===== config.mk =====
export PLATFORM = sky130hd
export DESIGN_NAME = axis_velocity_estimator_flat
export DESIGN_NICKNAME = d
export VERILOG_FILES = /design/src/rtl/axis_velocity_estimator_if.sv /design/src/rtl/axis_velocity_estimator.sv /design/src/flat_wrapper.sv
export SDC_FILE = /design/constraint.sdc
export NUM_CORES = 1
export LEC_CHECK = 0
export CAP_MARGIN = 40
export CORE_AREA = 2 2 116 118
export DETAILED_ROUTE_END_ITERATION = 12
export DIE_AREA = 0 0 118 120
export PLACE_DENSITY = 0.73
export SLEW_MARGIN = 20
export SYNTH_ARGS = -nofsm -noshare
export SYNTH_HDL_FRONTEND = slang
export SYNTH_SLANG_ARGS = --single-unit

===== constraint.sdc =====
create_clock -name aclk -period 10.6 [get_ports aclk]
set_clock_uncertainty 0.15 [all_clocks]
set_input_delay 3.18 -clock aclk [delete_from_list [all_inputs] [get_ports aclk]]
set_output_delay 3.18 -clock aclk [all_outputs]
set_load 0.05 [all_outputs]

===== src/rtl/axis_velocity_estimator_if.sv =====
// axis_velocity_estimator_if
//   Groups the streaming signals of the velocity estimator.
//   The S_AXIS_* signals carry position samples into the estimator. There is no
//   S_AXIS_tready because every valid sample is accepted.
//   The M_AXIS_* signals carry velocity results out of the estimator.
//   Modports:
//     slave  - the estimator side: consumes S_AXIS_*, produces M_AXIS_*
//     master - the surrounding logic: produces S_AXIS_* and M_AXIS_tready
interface axis_velocity_estimator_if #(
    parameter int AXIS_TDATA_WIDTH = 32
);
    logic                        S_AXIS_tvalid;
    logic [AXIS_TDATA_WIDTH-1:0] S_AXIS_tdata;
    logic                        M_AXIS_tvalid;
    logic                        M_AXIS_tready;
    logic [AXIS_TDATA_WIDTH-1:0] M_AXIS_tdata;
    logic                        M_AXIS_tuser;

    modport slave (
        input  S_AXIS_tvalid, S_AXIS_tdata, M_AXIS_tready,
        output M_AXIS_tvalid, M_AXIS_tdata, M_AXIS_tuser
    );

    modport master (
        output S_AXIS_tvalid, S_AXIS_tdata, M_AXIS_tready,
        input  M_AXIS_tvalid, M_AXIS_tdata, M_AXIS_tuser
    );
endinterface


===== src/rtl/axis_velocity_estimator.sv =====
// axis_velocity_estimator
//   Turns a stream of signed fringe position counts into a velocity estimate:
//   the position change over a window of N = 2^k accepted samples. There is one
//   result per window. The window exponent is sampled from log2_window at
//   priming and at each window boundary, and is clamped to MAX_LOG2_WINDOW.
//   Ports:
//     aclk        - clock, rising edge
//     areset      - asynchronous reset, active high
//     log2_window - requested window exponent
//     axis        - S_AXIS_* position samples in; M_AXIS_* results out
//                   (tuser = result was saturated)
//     overflow    - sticky flag: a result was dropped because the output was stalled
//
//   state | meaning
//   PRIME | waiting for the first sample, which becomes the reference
//   RUN   | counting samples toward the next window boundary
module axis_velocity_estimator #(
    parameter int AXIS_TDATA_WIDTH = 32,
    parameter int MAX_LOG2_WINDOW  = 16
) (
    input  logic                      aclk,
    input  logic                      areset,
    input  logic [4:0]                log2_window,
    axis_velocity_estimator_if.slave  axis,
    output logic                      overflow
);
    localparam int W  = AXIS_TDATA_WIDTH;
    localparam int CW = MAX_LOG2_WINDOW + 1;   // holds N = 2^MAX_LOG2_WINDOW
    localparam logic [4:0]   MAX_K   = 5'(MAX_LOG2_WINDOW);
    localparam logic [W-1:0] SAT_MAX = {1'b0, {(W-1){1'b1}}};
    localparam logic [W-1:0] SAT_MIN = {1'b1, {(W-1){1'b0}}};

    typedef enum logic {PRIME, RUN} state_t;

    state_t          state;
    logic [W-1:0]    ref_pos;
    logic [CW-1:0]   count;
    logic [4:0]      k;

    logic [4:0]      k_next;
    logic [CW-1:0]   count_inc;
    logic [CW-1:0]   window_len;
    logic            boundary;
    logic [W:0]      delta;
    logic            delta_ovf;
    logic [W-1:0]    delta_sat;
    logic            out_free;

    always_comb begin
        k_next     = (log2_window > MAX_K) ? MAX_K : log2_window;
        count_inc  = count + CW'(1);
        window_len = CW'(1) << k;
        boundary   = axis.S_AXIS_tvalid && (state == RUN) && (count_inc == window_len);
        // Sign-extend by one bit so the difference of two W-bit values cannot wrap.
        delta      = {axis.S_AXIS_tdata[W-1], axis.S_AXIS_tdata} - {ref_pos[W-1], ref_pos};
        // The result fits in W bits only if the top two bits agree.
        delta_ovf  = delta[W] ^ delta[W-1];
        delta_sat  = delta_ovf ? (delta[W] ? SAT_MIN : SAT_MAX) : delta[W-1:0];
        // The output register can take a new result if it is empty or drains this cycle.
        out_free   = !axis.M_AXIS_tvalid || axis.M_AXIS_tready;
    end

    always_ff @(posedge aclk or posedge areset) begin
        if (areset) begin
            state              <= PRIME;
            ref_pos            <= '0;
            count              <= '0;
            k                  <= '0;
            axis.M_AXIS_tvalid <= 1'b0;
            axis.M_AXIS_tdata  <= '0;
            axis.M_AXIS_tuser  <= 1'b0;
            overflow           <= 1'b0;
        end else begin
            if (axis.M_AXIS_tvalid && axis.M_AXIS_tready)
                axis.M_AXIS_tvalid <= 1'b0;

            if (axis.S_AXIS_tvalid) begin
                case (state)
                    PRIME: begin
                        ref_pos <= axis.S_AXIS_tdata;
                        count   <= '0;
                        k       <= k_next;
                        state   <= RUN;
                    end
                    RUN: begin
                        if (boundary) begin
                            ref_pos <= axis.S_AXIS_tdata;
                            count   <= '0;
                            k       <= k_next;
                            if (out_free) begin
                                axis.M_AXIS_tvalid <= 1'b1;
                                axis.M_AXIS_tdata  <= delta_sat;
                                axis.M_AXIS_tuser  <= delta_ovf;
                            end else begin
                                overflow <= 1'b1;
                            end
                        end else begin
                            count <= count_inc;
                        end
                    end
                    default: state <= PRIME;
                endcase
            end
        end
    end
endmodule


===== src/flat_wrapper.sv =====
// flat-port wrapper written by rule: the top's interface ports become plain ports
module axis_velocity_estimator_flat 
#(
    parameter int AXIS_TDATA_WIDTH = 32,
    parameter int MAX_LOG2_WINDOW  = 16
)
  (aclk, areset, log2_window, overflow, axis_S_AXIS_tvalid, axis_S_AXIS_tdata, axis_M_AXIS_tready, axis_M_AXIS_tvalid, axis_M_AXIS_tdata, axis_M_AXIS_tuser);
  axis_velocity_estimator_if #(.AXIS_TDATA_WIDTH(AXIS_TDATA_WIDTH)) axis_i ();
  input  logic aclk;
  input  logic areset;
  input  logic [4:0] log2_window;
  output logic overflow;
  input wire logic [$bits(axis_i.S_AXIS_tvalid)-1:0] axis_S_AXIS_tvalid;
  input wire logic [$bits(axis_i.S_AXIS_tdata)-1:0] axis_S_AXIS_tdata;
  input wire logic [$bits(axis_i.M_AXIS_tready)-1:0] axis_M_AXIS_tready;
  output wire logic [$bits(axis_i.M_AXIS_tvalid)-1:0] axis_M_AXIS_tvalid;
  output wire logic [$bits(axis_i.M_AXIS_tdata)-1:0] axis_M_AXIS_tdata;
  output wire logic [$bits(axis_i.M_AXIS_tuser)-1:0] axis_M_AXIS_tuser;
  assign axis_i.S_AXIS_tvalid = axis_S_AXIS_tvalid;
  assign axis_i.S_AXIS_tdata = axis_S_AXIS_tdata;
  assign axis_i.M_AXIS_tready = axis_M_AXIS_tready;
  assign axis_M_AXIS_tvalid = axis_i.M_AXIS_tvalid;
  assign axis_M_AXIS_tdata = axis_i.M_AXIS_tdata;
  assign axis_M_AXIS_tuser = axis_i.M_AXIS_tuser;
  axis_velocity_estimator #(.AXIS_TDATA_WIDTH(AXIS_TDATA_WIDTH), .MAX_LOG2_WINDOW(MAX_LOG2_WINDOW)) u_core (.aclk(aclk), .areset(areset), .log2_window(log2_window), .axis(axis_i), .overflow(overflow));
endmodule

==> qor.csv, run 1 <==
stage,metric,value,unit
sta,Slew headroom,46.59,%
global_routing,met3 GRT Util,3.279,%
drt,Post-Route WL,15950,um
sta,"Setup violations, final",0,
place,port buffer count,75,
setup_path,Crit Path Category,in -> reg,
clock_tree,CTS buffer count,9,
die,die width,118,um
power,Int Pwr,1.322,mW
clock_tree,setup bufs post-CTS,0,
drt,ANT nets after route,0,
clock_tree,cts repair resizes,0,
drt,Pre-Repair DR Iteration Count,5,
setup_path,crit path max-delay cell type,nand3_1,
synth,post-synth top area cell,dfrtp_1,
sta,"Slew Viols, Final",0,
clock_tree,# hold bufs at CTS,0,
cells_and_area,Layout Utilization,58.70,%
sta,final setup TNS,0,ns
setup_path,Critical Path Start Type,primary input,
synth,number of flops mapped to enable cells by yosys,0,
power,power share of the clock group,13.3,%
synth,yosys warns,0,
drt,initial DRC count,295,
die,Die Ht,120,um
sta,RSZ-0062 raised after global routing,false,
setup_path,"Data arrival, critical path",6.94,ns
die,Std-Cell Rows,42,
setup_path,"Max FO, Critical Path",14,
clock_tree,CTS tree,yes,
sta,Fmax,0.1459,GHz
place,DP Worst Slack,3.456,ns
synth,synth unique cells,74,
synth,Post-Syn Area,6435,um^2
die,core box area,12980,um^2
synth,ys async rst share,100.0,%
global_routing,global-route usage over all layers,23.02,%
clock_tree,Sink Count,90,
global_routing,initial antenna violation count,0,
clock_tree,clk_lat worst skew,0.35,ns
sta,worst setup margin,3.747,ns
die,initial core utilization,49.58,%
die,die area,14160,um^2
sta,measured slew at the worst slew-check pin,0.7987,ns
power,PwrDens,324.8,nW/um^2
setup_path,CP peak stage delay,0.56,ns
sta,final hold slack,0.3282,ns
power,sequential fraction of design power,24.8,%
flow_run,Max Cap Viol,0,
clock_tree,clock root cell,clkbuf_16,
drt,Avg Vias per Cell,5.931,
power,Net Switching,1.153,mW
setup_path,crit-path leading delay family,compound AO/OA/AOI/OAI gates,
clock_tree,Worst-path clk slew,0.07,ns
drt,Via Count,5451,
global_routing,largest net degree at the start of global routing,52,
power,Combinational Power Share,61.9,%
synth,"flops & latches, synth",90,
power,Switching Fraction,46.60,%
global_routing,busiest grt layer,met2,
clock_tree,H-Tree Depth,3,
sta,minimum clock period,6.853,ns
clock_tree,worst-case clock buffer depth,2,
synth,Post-Syn Nets,751,
sta,"Hold Violations, Final",0,
global_routing,met2 Use GR,39.28,%
global_routing,gr ovfl total,0,
drt,DR WL/cell,17.35,um
setup_path,crit-path cells,clkdlybuf4s50_1 -> ha_1 -> nand4_1 -> a211oi_1 -> o21ai_0 -> a21bo_2 -> a21oi_1 -> a211oi_2 -> xor2_1 -> nand3_1 -> o221a_2,
power,Lkg Pwr,3.343,nW
cells_and_area,layout cells sized above 1,9.825,%
hold_path,Tightest Hold Check Type,reg -> reg,
outcome,outcome,"complete, no violations",
cells_and_area,post-layout net count,813,
setup_path,WP buf/inv,1,
synth,Synth area leaders,"dfrtp_1 35%, ha_1 6.4%, mux2_4 6.1%, a21oi_1 3.8%, xnor2_1 3.8%",
power,maximum vdd ir drop,179.6,uV
place,Detail Placement HPWL,11590,um
place,RD Place Congestion,0.9367,
global_routing,GR Util met1,28.56,%
sta,final worst-path cycle share,64.65,%
synth,top cell type's share of synthesized area,35.00,%
cells_and_area,Layout Area Growth over Synthesis,18.41,%
synth,sequential element share of the synthesized area,35.00,%
cells_and_area,number of diodes,0,
setup_path,CP required,10.69,ns
global_routing,global-route wire length before repair,26250,um
setup_path,CP endpoint kind,register,
synth,top_reg_cell synth,dfrtp_1,
die,I/O pins,76,
global_routing,vias in the first global route,5436,
drt,drt drc,0,
synth,Syn Area/Cell,9.519,um^2
synth,Synth Instances,676,
## cells in the final DEF (no fill, tap or decap), types with 9 or more instances in the layout
master           synthesis  routed
a21oi_1                 49      49
a31oi_1                 22      22
and3_1                   9       9
clkbuf_16                0       9
clkdlybuf4s50_1          0      75
dfrtp_1                 90      90
ha_1                    33      33
inv_1                   51      50
maj3_1                   9       9
mux2_1                  11      11
mux2_4                  26      26
mux2i_1                  9       9
nand2_1                 46      46
nand2b_1                16      16
nand3_1                 22      22
nor2_1                  29      29
nor3_1                  15      14
o21ai_0                 26      26
o221a_1                 10      10
xnor2_1                 28      28
xor2_1                  11      11
## stage by stage
step / total power [mW] / area, um^2 / instances
2_1_floorplan: 1.732 / 6435 / 676
4_1_cts: 2.472 / 7600 / 918
3_5_place_dp: 2.124 / 7301 / 902
5_1_grt: 2.645 / 7620 / 919
3_3_place_gp: 2.088 / 7286 / 901
6_report: 2.475 / 7620 / 919
## path summary, 6_finish.rpt
kind,slack [ns],to,cells past startpoint,start
max in group asynchronous,6.63,u_core.k[2],3,areset
max,3.75,u_core.axis.M_AXIS_tdata[30],11,axis_S_AXIS_tdata[12]
min in group asynchronous,3.03,u_core.ref_pos[25],3,areset
min,0.33,u_core.overflow,1,u_core.overflow
min reg2reg,0.33,u_core.overflow,1,u_core.overflow
max reg2reg,6.27,u_core.axis.M_AXIS_tdata[30],10,u_core.count[0]
## routing by layer
layer	share of wire, %	routed length [um]	up-vias
met2	48	7680	191
met1	44	6943	2625
met3	5.1	812	38
li1	-	-	2597
met5	0	0	-
met4	3.2	512	0
## sequential cells by signal, summed over array words and instances, names as in the netlist
register,flops
u_core.axis.M_AXIS_tvalid,1
u_core.state,1
u_core.count,17
u_core.overflow,1
u_core.ref_pos,32
u_core.k,5
u_core.axis.M_AXIS_tdata,32
u_core.axis.M_AXIS_tuser,1
## layout make-up
| cell class | instances | area, um^2 |
|---|---|---|
| sequential | 90 | 2252 |
| timing repair buffer | 81 | 815.8 |
| clock inverter | 2 | 35.03 |
| multi-input combinational | 503 | 3832 |
| tap | 176 | 220.2 |
| clock buffer | 14 | 264.0 |
| inverter | 53 | 200.2 |
| fill | 1124 | 5360 |
## worst register-to-register path: cells and delay by family, from the launching register on
kind / cells / cell delay [ns]
xor+xnor: 1 / 0.22
simple gates: 5 / 1.77
fa+ha+maj: 1 / 0.29
flops: 1 / 0.46
compound gates: 3 / 1.32
## cells in the mapped netlist, drive strengths merged, types with 9 or more instances
cell type	number
dfrtp	90
inv	53
a21oi	49
nand2	48
mux2	42
ha	33
o21ai	32
nor2	29
xnor2	28
a31oi	22
nand3	22
buf	17
nand2b	16
nor3	15
o221a	14
clkbuf	13
xor2	11
and3	10
maj3	9
mux2i	9
## power groups by stage
| stage | Combinational [mW] | Clock, mW | Sequential [mW] |
|---|---|---|---|
| after floorplan | 0.944 | 0 | 0.788 |
| after global placement | 1.48 | 0 | 0.612 |
| after detailed placement | 1.51 | 0 | 0.617 |
| after CTS | 1.52 | 0.338 | 0.613 |
| after global routing | 1.66 | 0.352 | 0.632 |
| final | 1.53 | 0.329 | 0.614 |
## cells by family after synthesis
kind of cell               count (synthesis)  share of synthesized area (%)
buffers and inverters                     83                          5.561
AOI/OAI and AO/OA                        184                          19.79
xor gates and xnor gates                  41                          6.008
DFF                                       90                          35.00
adders and majority gates                 43                          8.128
muxes                                     51                          10.27
and+or+nand+nor                          184                          15.24
Note: power is estimated with default switching activity, not from simulation.
==> inputs of run 2 (changes only) <==
==> constraint.sdc (replaced) <==
create_clock -name aclk -period 7 [get_ports aclk]
set_clock_uncertainty 0.15 [all_clocks]
set_input_delay 2.1 -clock aclk [delete_from_list [all_inputs] [get_ports aclk]]
set_output_delay 2.1 -clock aclk [all_outputs]
set_load 0.05 [all_outputs]
==> run 2 against run 1 <==
Effect of this change:
- routed wire length rose by 0.71%
- clock power rose by 36%
- via count fell by 1.4%
- largest cell class unchanged
- largest power group unchanged
==> qor.csv, run 2 (same netlist as run 1, synthesis figures left out) <==
stage,metric,value,unit
outcome,outcome,"complete, no violations",
global_routing,vias in the first global route,5400,
clock_tree,setup bufs post-CTS,0,
setup_path,"most used cell, CP",a21oi_1,
clock_tree,CTS tree,yes,
setup_path,Critical Path Start Type,primary input,
place,port buffer count,75,
drt,Routed met2 length,7997,um
die,core box area,12980,um^2
sta,Fmax,0.1714,GHz
power,maximum vdd ir drop,372.5,uV
drt,WL met3,721,um
global_routing,initial antenna violation count,0,
die,initial core utilization,49.58,%
clock_tree,Sink Count,90,
sta,Slew headroom,52.61,%
drt,drt drc,0,
clock_tree,Worst-path clk slew,0.06,ns
clock_tree,clk_lat worst skew,0.35,ns
sta,"Slew Viols, Final",0,
place,RD Place Congestion,0.8777,
cells_and_area,layout cells sized above 1,9.946,%
cells_and_area,post-layout net count,814,
drt,Pre-Repair DR Iteration Count,5,
die,die width,118,um
drt,DR WL/cell,17.46,um
power,Lkg Pwr,3.324,nW
flow_run,Max Cap Viol,0,
die,Std-Cell Rows,42,
hold_path,Tightest Hold Check Type,reg -> reg,
cells_and_area,"commonest non-fill, non-tap cell in the layout",dfrtp_1,
sta,"Setup violations, final",0,
drt,initial DRC count,442,
setup_path,crit-path cells,clkdlybuf4s50_1 -> ha_1 -> o211ai_1 -> a21oi_1 -> o21ai_0 -> a21bo_2 -> a21oi_1 -> a211oi_2 -> xor2_1 -> nand3_1 -> o221a_2,
clock_tree,# hold bufs at CTS,0,
place,Cells after DPL,903,
global_routing,global-route wire length before repair,26600,um
setup_path,crit-path leading delay family,compound AO/OA/AOI/OAI gates,
clock_tree,clock root cell,clkbuf_16,
clock_tree,CTS buffer count,9,
global_routing,global-route usage over all layers,23.37,%
sta,"Hold Violations, Final",0,
setup_path,CP required,7.09,ns
setup_path,WP buf/inv,1,
die,die area,14160,um^2
drt,top sig layer,met4,
cells_and_area,Layout Cells excl Fill,920,
die,I/O pins,76,
setup_path,"Data arrival, critical path",5.93,ns
drt,Post-Route WL,16060,um
drt,Avg Vias per Cell,5.845,
setup_path,CP peak stage delay,0.57,ns
cells_and_area,number of diodes,0,
cells_and_area,Layout Area Growth over Synthesis,18.01,%
sta,RSZ-0062 raised after global routing,false,
cells_and_area,biggest regs,"u_core.axis.M_AXIS_tdata x32, u_core.ref_pos x32, u_core.count x17",
clock_tree,cts repair resizes,0,
setup_path,CP endpoint kind,register,
global_routing,largest net degree at the start of global routing,48,
setup_path,Crit Path Category,in -> reg,
sta,minimum clock period,5.834,ns
sta,final worst-path cycle share,83.34,%
power,PwrDens,488.1,nW/um^2
drt,Via Count,5377,
cells_and_area,most frequent cells in the layout,"90 x dfrtp_1, 75 x clkdlybuf4s50_1, 50 x inv_1, 49 x a21oi_1, 46 x nand2_1",
sta,final setup TNS,0,ns
clock_tree,worst-case clock buffer depth,2,
drt,ANT nets after route,0,
place,Detail Placement HPWL,11940,um
setup_path,"Max FO, Critical Path",14,
drt,Post-Route M1 WL,6959,um
global_routing,gr ovfl total,0,
sta,measured slew at the worst slew-check pin,0.7102,ns
clock_tree,H-Tree Depth,3,
setup_path,crit path max-delay cell type,nand3_1,
die,Die Ht,120,um
run 2: final timing paths:
kind | startpoint | endpoint | slack [ns] | depth (start not counted)
min reg2reg | u_core.axis.M_AXIS_tdata[31] | u_core.axis.M_AXIS_tdata[31] | 0.34 | 1
max reg2reg | u_core.count[0] | u_core.axis.M_AXIS_tdata[28] | 2.86 | 10
min in group asynchronous | areset | u_core.ref_pos[29] | 1.89 | 2
max | axis_S_AXIS_tdata[3] | u_core.axis.M_AXIS_tdata[28] | 1.17 | 11
max in group asynchronous | areset | u_core.ref_pos[2] | 3.69 | 4
min | u_core.axis.M_AXIS_tdata[31] | u_core.axis.M_AXIS_tdata[31] | 0.34 | 1
run 2: stage by stage:
stage          util (%)  area, um^2  power, mW  setup WS [ns]  hold slack (ns)
6_report          58.50        7594      3.706          1.166           0.3354
5_1_grt           58.50        7594      3.956         0.9069           0.3591
4_1_cts           58.35        7574      3.706          1.238           0.3385
3_5_place_dp      56.30        7308      3.235         0.8643           0.3237
3_3_place_gp      56.19        7293      3.175          1.013           0.3119
2_1_floorplan         -        6435      2.622          1.949           0.3142
run 2: power by group:
part | internal (mW) | switching, mW | total (mW) | leakage, nW
sequential | 0.740 | 0.191 | 0.930 | 1.12
clock | 0.241 | 0.207 | 0.448 | 0.123
combinational | 0.966 | 1.36 | 2.33 | 2.09
run 2: worst reg2reg max path, cell delays in order (launching register included):
cell and delay [ns]:
dfrtp_1 0.46, ha_1 0.28, nand3_1 0.19, nor4_2 0.55
nand3_1 0.20, xnor2_1 0.22, a2111oi_4 0.47, nand3_1 0.21
nand3b_2 0.54, a21o_1 0.47, o221a_2 0.31
run 2: metal layers:
layer / vias up / GRT usage [%]
li1: 2598 / -
met3: 27 / 3.945
met1: 2608 / 29.23
met2: 144 / 40.63
met5: - / 0
met4: 0 / 8.660
run 2: cell type report:
type / count / area (um^2)
repair buffers: 82 / 823.3
well taps: 176 / 220.2
fillers: 1126 / 5386
clock buffers: 12 / 236.5
flip-flops and latches: 90 / 2252
clock inverters: 4 / 28.78
multi-input cells: 503 / 3832
inverters: 53 / 200.2
